==> src/rtl/ct_spsram_pkg.sv <==
// ct_spsram_pkg: clear-FSM state encoding and group-size helper for ct_spsram_clr
package ct_spsram_pkg;
  typedef enum logic {CLR_IDLE = 1'b0, CLR_CLEAR = 1'b1} clr_state_e;
  function automatic int group_size(input int data_width, input int we_width);
    return data_width / we_width;
  endfunction
endpackage

==> src/rtl/ct_spsram_clr_fsm.sv <==
// ct_spsram_clr_fsm: sweeps every address with a clear write after reset or clr_req, then pulses done
module ct_spsram_clr_fsm import ct_spsram_pkg::*; #(
  parameter int ADDR_WIDTH = 7
) (
  input  logic                  clk,
  input  logic                  rst,
  input  logic                  clr_req,
  output logic                  busy,
  output logic                  done,
  output logic [ADDR_WIDTH-1:0] clr_addr,
  output logic                  clr_we
);
  clr_state_e            state, state_n;
  logic [ADDR_WIDTH-1:0] cnt, cnt_n;
  logic                  done_n, last;
  assign busy     = state == CLR_CLEAR;
  assign clr_we   = busy;
  assign clr_addr = cnt;
  always_ff @(posedge clk)
    if (rst) begin
      state <= CLR_CLEAR;
      cnt   <= '0;
      done  <= 1'b0;
    end else begin
      state <= state_n;
      cnt   <= cnt_n;
      done  <= done_n;
    end
  always_comb begin
    last    = busy && cnt == '1;
    state_n = clr_req ? CLR_CLEAR : last ? CLR_IDLE : state;
    cnt_n   = (clr_req || !busy) ? '0 : cnt + 1'b1;
    done_n  = last && !clr_req;
  end
endmodule

==> src/rtl/ct_spsram_clr.sv <==
// ct_spsram_clr: single-port SRAM with grouped write enables and a hardware clear engine; CT_SPSRAM_OUTREG_EN adds an output register (2-cycle read)
module ct_spsram_clr import ct_spsram_pkg::*; #(
  parameter int                    ADDR_WIDTH = 7,
  parameter int                    DATA_WIDTH = 16,
  parameter int                    WE_WIDTH   = 16,
  parameter logic [DATA_WIDTH-1:0] INIT_VALUE = '0
) (
  input  logic                  CLK,
  input  logic                  RST,
  input  logic [ADDR_WIDTH-1:0] A,
  input  logic                  CEN,
  input  logic                  GWEN,
  input  logic [WE_WIDTH-1:0]   WEN,
  input  logic [DATA_WIDTH-1:0] D,
  output logic [DATA_WIDTH-1:0] Q,
  input  logic                  CLR_REQ,
  output logic                  CLR_BUSY,
  output logic                  CLR_DONE
);
  localparam int G = group_size(DATA_WIDTH, WE_WIDTH);
  logic [DATA_WIDTH-1:0] mem [2**ADDR_WIDTH];
  logic [DATA_WIDTH-1:0] q_rd;
  logic [ADDR_WIDTH-1:0] clr_addr;
  logic                  clr_we, acc;
  assign acc = !RST && !CLR_BUSY && !CEN;
  ct_spsram_clr_fsm #(.ADDR_WIDTH(ADDR_WIDTH)) u_fsm (
    .clk(CLK), .rst(RST), .clr_req(CLR_REQ), .busy(CLR_BUSY),
    .done(CLR_DONE), .clr_addr(clr_addr), .clr_we(clr_we)
  );
  always_ff @(posedge CLK)
    if (clr_we) mem[clr_addr] <= INIT_VALUE;
    else if (acc && !GWEN)
      for (int i = 0; i < WE_WIDTH; i++)
        if (!WEN[i]) mem[A][i*G +: G] <= D[i*G +: G];
  always_ff @(posedge CLK)
    if (RST) q_rd <= '0;
    else if (acc && GWEN) q_rd <= mem[A];
`ifdef CT_SPSRAM_OUTREG_EN
  logic [DATA_WIDTH-1:0] q_out;
  always_ff @(posedge CLK) q_out <= RST ? '0 : q_rd;
  assign Q = q_out;
`else
  assign Q = q_rd;
`endif
endmodule

==> config.mk <==
export PLATFORM = sky130hd
export DESIGN_NAME = ct_spsram_clr
export DESIGN_NICKNAME = d
export VERILOG_FILES = /design/src/rtl/ct_spsram_pkg.sv /design/src/rtl/ct_spsram_clr_fsm.sv /design/src/rtl/ct_spsram_clr.sv
export SDC_FILE = /design/constraint.sdc
export NUM_CORES = 2
export LEC_CHECK = 0
export CAP_MARGIN = 20
export CORE_UTILIZATION = 30
export DETAILED_ROUTE_END_ITERATION = 12
export HOLD_SLACK_MARGIN = 0.06
export PLACE_DENSITY = 0.54
export SYNTH_ARGS = -nofsm -noshare
export SYNTH_HDL_FRONTEND = slang
export SYNTH_SLANG_ARGS = --single-unit
==> constraint.sdc <==
create_clock -name CLK -period 11.29 [get_ports CLK]
set_input_delay 3.387 -clock CLK [delete_from_list [all_inputs] [get_ports CLK]]
set_output_delay 3.387 -clock CLK [all_outputs]
set_load 0.01 [all_outputs]
==> flow_results.org <==
** STA
- Final hold slack :: 0.597 ns
- Maximum clock rate :: 0.124 GHz
- The max-slew violation total from the final report came to 0.
- Post-route fraction of the period consumed by the critical path :: 0.713
- Summed over all failing endpoints, the final setup total negative slack is 0 ns.
- Max-slew headroom at the worst pin :: 0.156
- The number of endpoints with negative hold slack in the final report was 0.
- Once routing completed, OpenROAD measured the worst setup slack at 3.24 ns.
- Setup violations remaining at the end of the flow were counted as 0.
- Setup repair after global routing left no endpoint under its margin.
- Clock skew on the completed layout was measured at 0.0671 ns.
- Slew at the pin closest to its max-slew limit :: 1.26 ns
- The smallest clock period supported by the final layout is computed as 8.05 ns.

** Worst setup path
- Kind of capture point of the worst setup path :: flop
- Among cell families on the critical path, the largest total delay comes from simple AND/OR/NAND/NOR gates.
- Highest-delay cell along the critical path :: or4_1
- Setup CP Type :: input port to flop
- In this run the worst path has a maximum fanout of 35.
- Data arrives at the worst endpoint at 8.60 ns.
- Cell breakdown of the critical path :: clkdlybuf4s50_1 > or4_1 > nor2_8 > mux2_2 > nand2_1 > nor2_1
- Largest stage delay on the critical path :: 1.08 ns
- Element type at the critical path start :: input port
- Together, buffers and inverters on the worst path number 1.
- Required time reported for the critical path endpoint :: 11.84 ns
- Internal reg-to-reg setup slack :: 6.07 ns

** CTS
- For this design, the sink count on the clock tree is 2073.
- CTS Buf Count :: 212
- After clock tree synthesis, the clock-pin slew on the worst setup and hold paths is 0.06 ns.
- Clock insertion delay at the later pin of the skew report :: 0.89 ns
- Post-CTS Hold Fix Bufs :: 0
- Buffers inserted by post-CTS timing repair :: 0
- CTS H-tree depth :: 4
- Once the clock tree was built, the resizer swapped 0 gates to a different size.
- In this run the deepest clock path goes through 3 buffers.
- Clock tree from TritonCTS :: yes
- Clock tree synthesis selected as its root buffer the cell clkbuf_16.

** Synthesis
- Yosys mapped the design onto 67 distinct sky130hd cell types.
- Cell type with the largest total area after synthesis :: edfxtp_1
- When the netlist entered floorplanning its net count stood at 6328.
- Total number of yosys warnings :: 0
- Among all flip-flop cells after synthesis, the most frequent one is edfxtp_1.
- A synthesized cell averages 14.5 µm².
- In the synthesized netlist, the number of instances is 6283.
- Of the post-synthesis cell area, the dominant cell type holds 0.675.
- Synth area leaders :: edfxtp_1, mux4_2, nor2_1, mux2i_1, buf_6
- Async SR Flop Fraction :: 0
- Number of storage elements in the synthesis netlist :: 2073
- In this run, synthesis inferred 2048 flip-flops with an integrated enable.
- The cell area that synthesis handed to floorplanning was 91200 µm².
- Fraction of the yosys area taken by sequential cells :: 0.680

** GRT
- Antenna violations before repair :: 13
- Via count of the first global-routing pass :: 54796
- Total congestion overflow :: 0
- Pin count of the biggest net entering global routing :: 115
- The first global-routing pass estimated 431 mm of wire.
- Across every metal layer, demand over resource in global routing totals 0.200.

** Floorplan
- The region available for standard cell placement spans 303000 µm².
- Initial cell density of the core :: 0.301
- The initialized floorplan defines 202 standard-cell rows.
- In this run the vertical extent of the chip is 553 µm.
- Chip Width :: 553 µm
- For this design the top-level I/O count stands at 62.
- The die covers 306000 µm².

** Placed design
- Post-Place Worst Slack :: 2.55 ns
- During placement, the flow inserted port buffers numbering 61.
- Routability-driven placement finished with a final weighted congestion of 0.873.
- The wire-length estimate of the detail-placed layout is 190 mm.

** Cells and area
- Share of layout cells above drive strength 1 :: 0.180
- FILL cells :: 29340
- Commonest non-fill, non-tap cells in the layout :: edfxtp_1, nor2_1, mux4_2
- In the final design database the tool counted 6188 nets.
- Multi-input logic area :: 25800 µm²
- Most common cell after layout, fill and taps aside :: edfxtp_1
- Area added between synthesis and finish :: 12.0%
- Area of all sequential standard cells :: 62000 µm²

** Route
- For this block, the routed nets add up to 313 mm of wire.
- Count of vias placed by the detailed router :: 56396
- After the first detailed-routing iteration, the DRC count stood at 8297.
- In the final routed layout, each cell accounts on average for 30.4 µm.
- For this run, design rule violations remaining after detail routing come to 0.
- Post-DRT Antenna Nets :: 0
- Dividing the detail-routed via count by the number of cells gives 5.47.
- Pre-Repair DR Iteration Count :: 5

** Run status
- Status :: finished clean

** Worst hold path
- In this run the worst hold path is classified as flop to flop.

** Pwr
- Power density over cell area :: 155 nW/µm²
- IR analysis of the VDD net gives a maximum drop of 169 µV.
- In this run the static leakage power is 34.9 nW.

** Run
- Max-capacitance violation count :: 0
-- worst reg2reg max path, stage by stage, from the launching register on --
cell	delay, ns
dfxtp_1	0.59
or4_1	1.03
nor2_8	0.84
mux2_2	1.07
nand2_1	0.96
nor2_1	0.40
-- kinds of logic after synthesis --
family          Yosys count  share of synthesized area
flops                  2073                      0.680
buf+inv                 617                     0.0396
compound gates          300                     0.0225
xor+xnor                  4                   0.000384
simple gates           2626                      0.117
fa+ha+maj                 1                   0.000137
mux                     662                      0.140
-- through the flow --
| stage | utilization | std cells | area, µm² | power (mW) |
|---|---|---|---|---|
| final | 0.337 | 10307 | 102000 | 15.9 |
| after global routing | 0.337 | 10305 | 102000 | 16.2 |
| after detailed placement | 0.314 | 9894 | 95000 | 9.06 |
| after CTS | 0.336 | 10291 | 102000 | 15.9 |
| after global placement | 0.313 | 9880 | 94700 | 9.06 |
| after floorplan | - | 6283 | 91200 | 8.82 |
-- power breakdown --
group / total, mW / internal, mW / switching, mW
combinational: 0.571 / 0.176 / 0.395
clock: 6.95 / 3.87 / 3.08
sequential: 8.33 / 8.33 / 0.00297
-- routing by layer --
layer,track usage,vias up,share of wire
li1,-,22767,-
met1,0.259,30025,0.38
met2,0.320,2977,0.47
met3,0.0441,621,0.099
met4,0.0934,6,0.052
met5,0,-,0.00012
-- synthesized netlist by cell type (36+ instances only) --
cell type  number
o22ai_1        56
or3_1         109
clkbuf_1      194
mux4_2        489
mux2i_1       159
buf_1          64
o21ai_0        36
buf_6         119
nand2_1       246
buf_2         193
buf_4          37
nor2_2         72
edfxtp_1     2048
nor2_1       2027
a21oi_1        43
a22oi_1        38
nand3_1        52
-- state kept, by name (all words and copies together), names as in the netlist --
name and cells:
mem 2048, u_fsm.clr_addr 7, u_fsm.done 1, u_fsm.busy 1
Q 16
-- area by class of cell --
type / count / area share
tap: 3978 / 0.0488
clock buffer: 275 / 0.0549
timing repair buffer: 258 / 0.0255
multi-input combinational: 3593 / 0.252
antenna: 3 / 0.0000735
sequential: 2073 / 0.607
clock inverter: 122 / 0.0109
inverter: 5 / 0.000208
-- worst paths after layout --
path / startpoint / depth (start not counted) / to
setup reg to reg: u_fsm.busy / 5 / mem[7][14]
hold reg to reg: Q[13] / 2 / Q[13]
setup / recovery: RST / 6 / mem[7][14]
hold / removal: Q[13] / 2 / Q[13]
No activity file was read; power rests on OpenSTA's default activity.
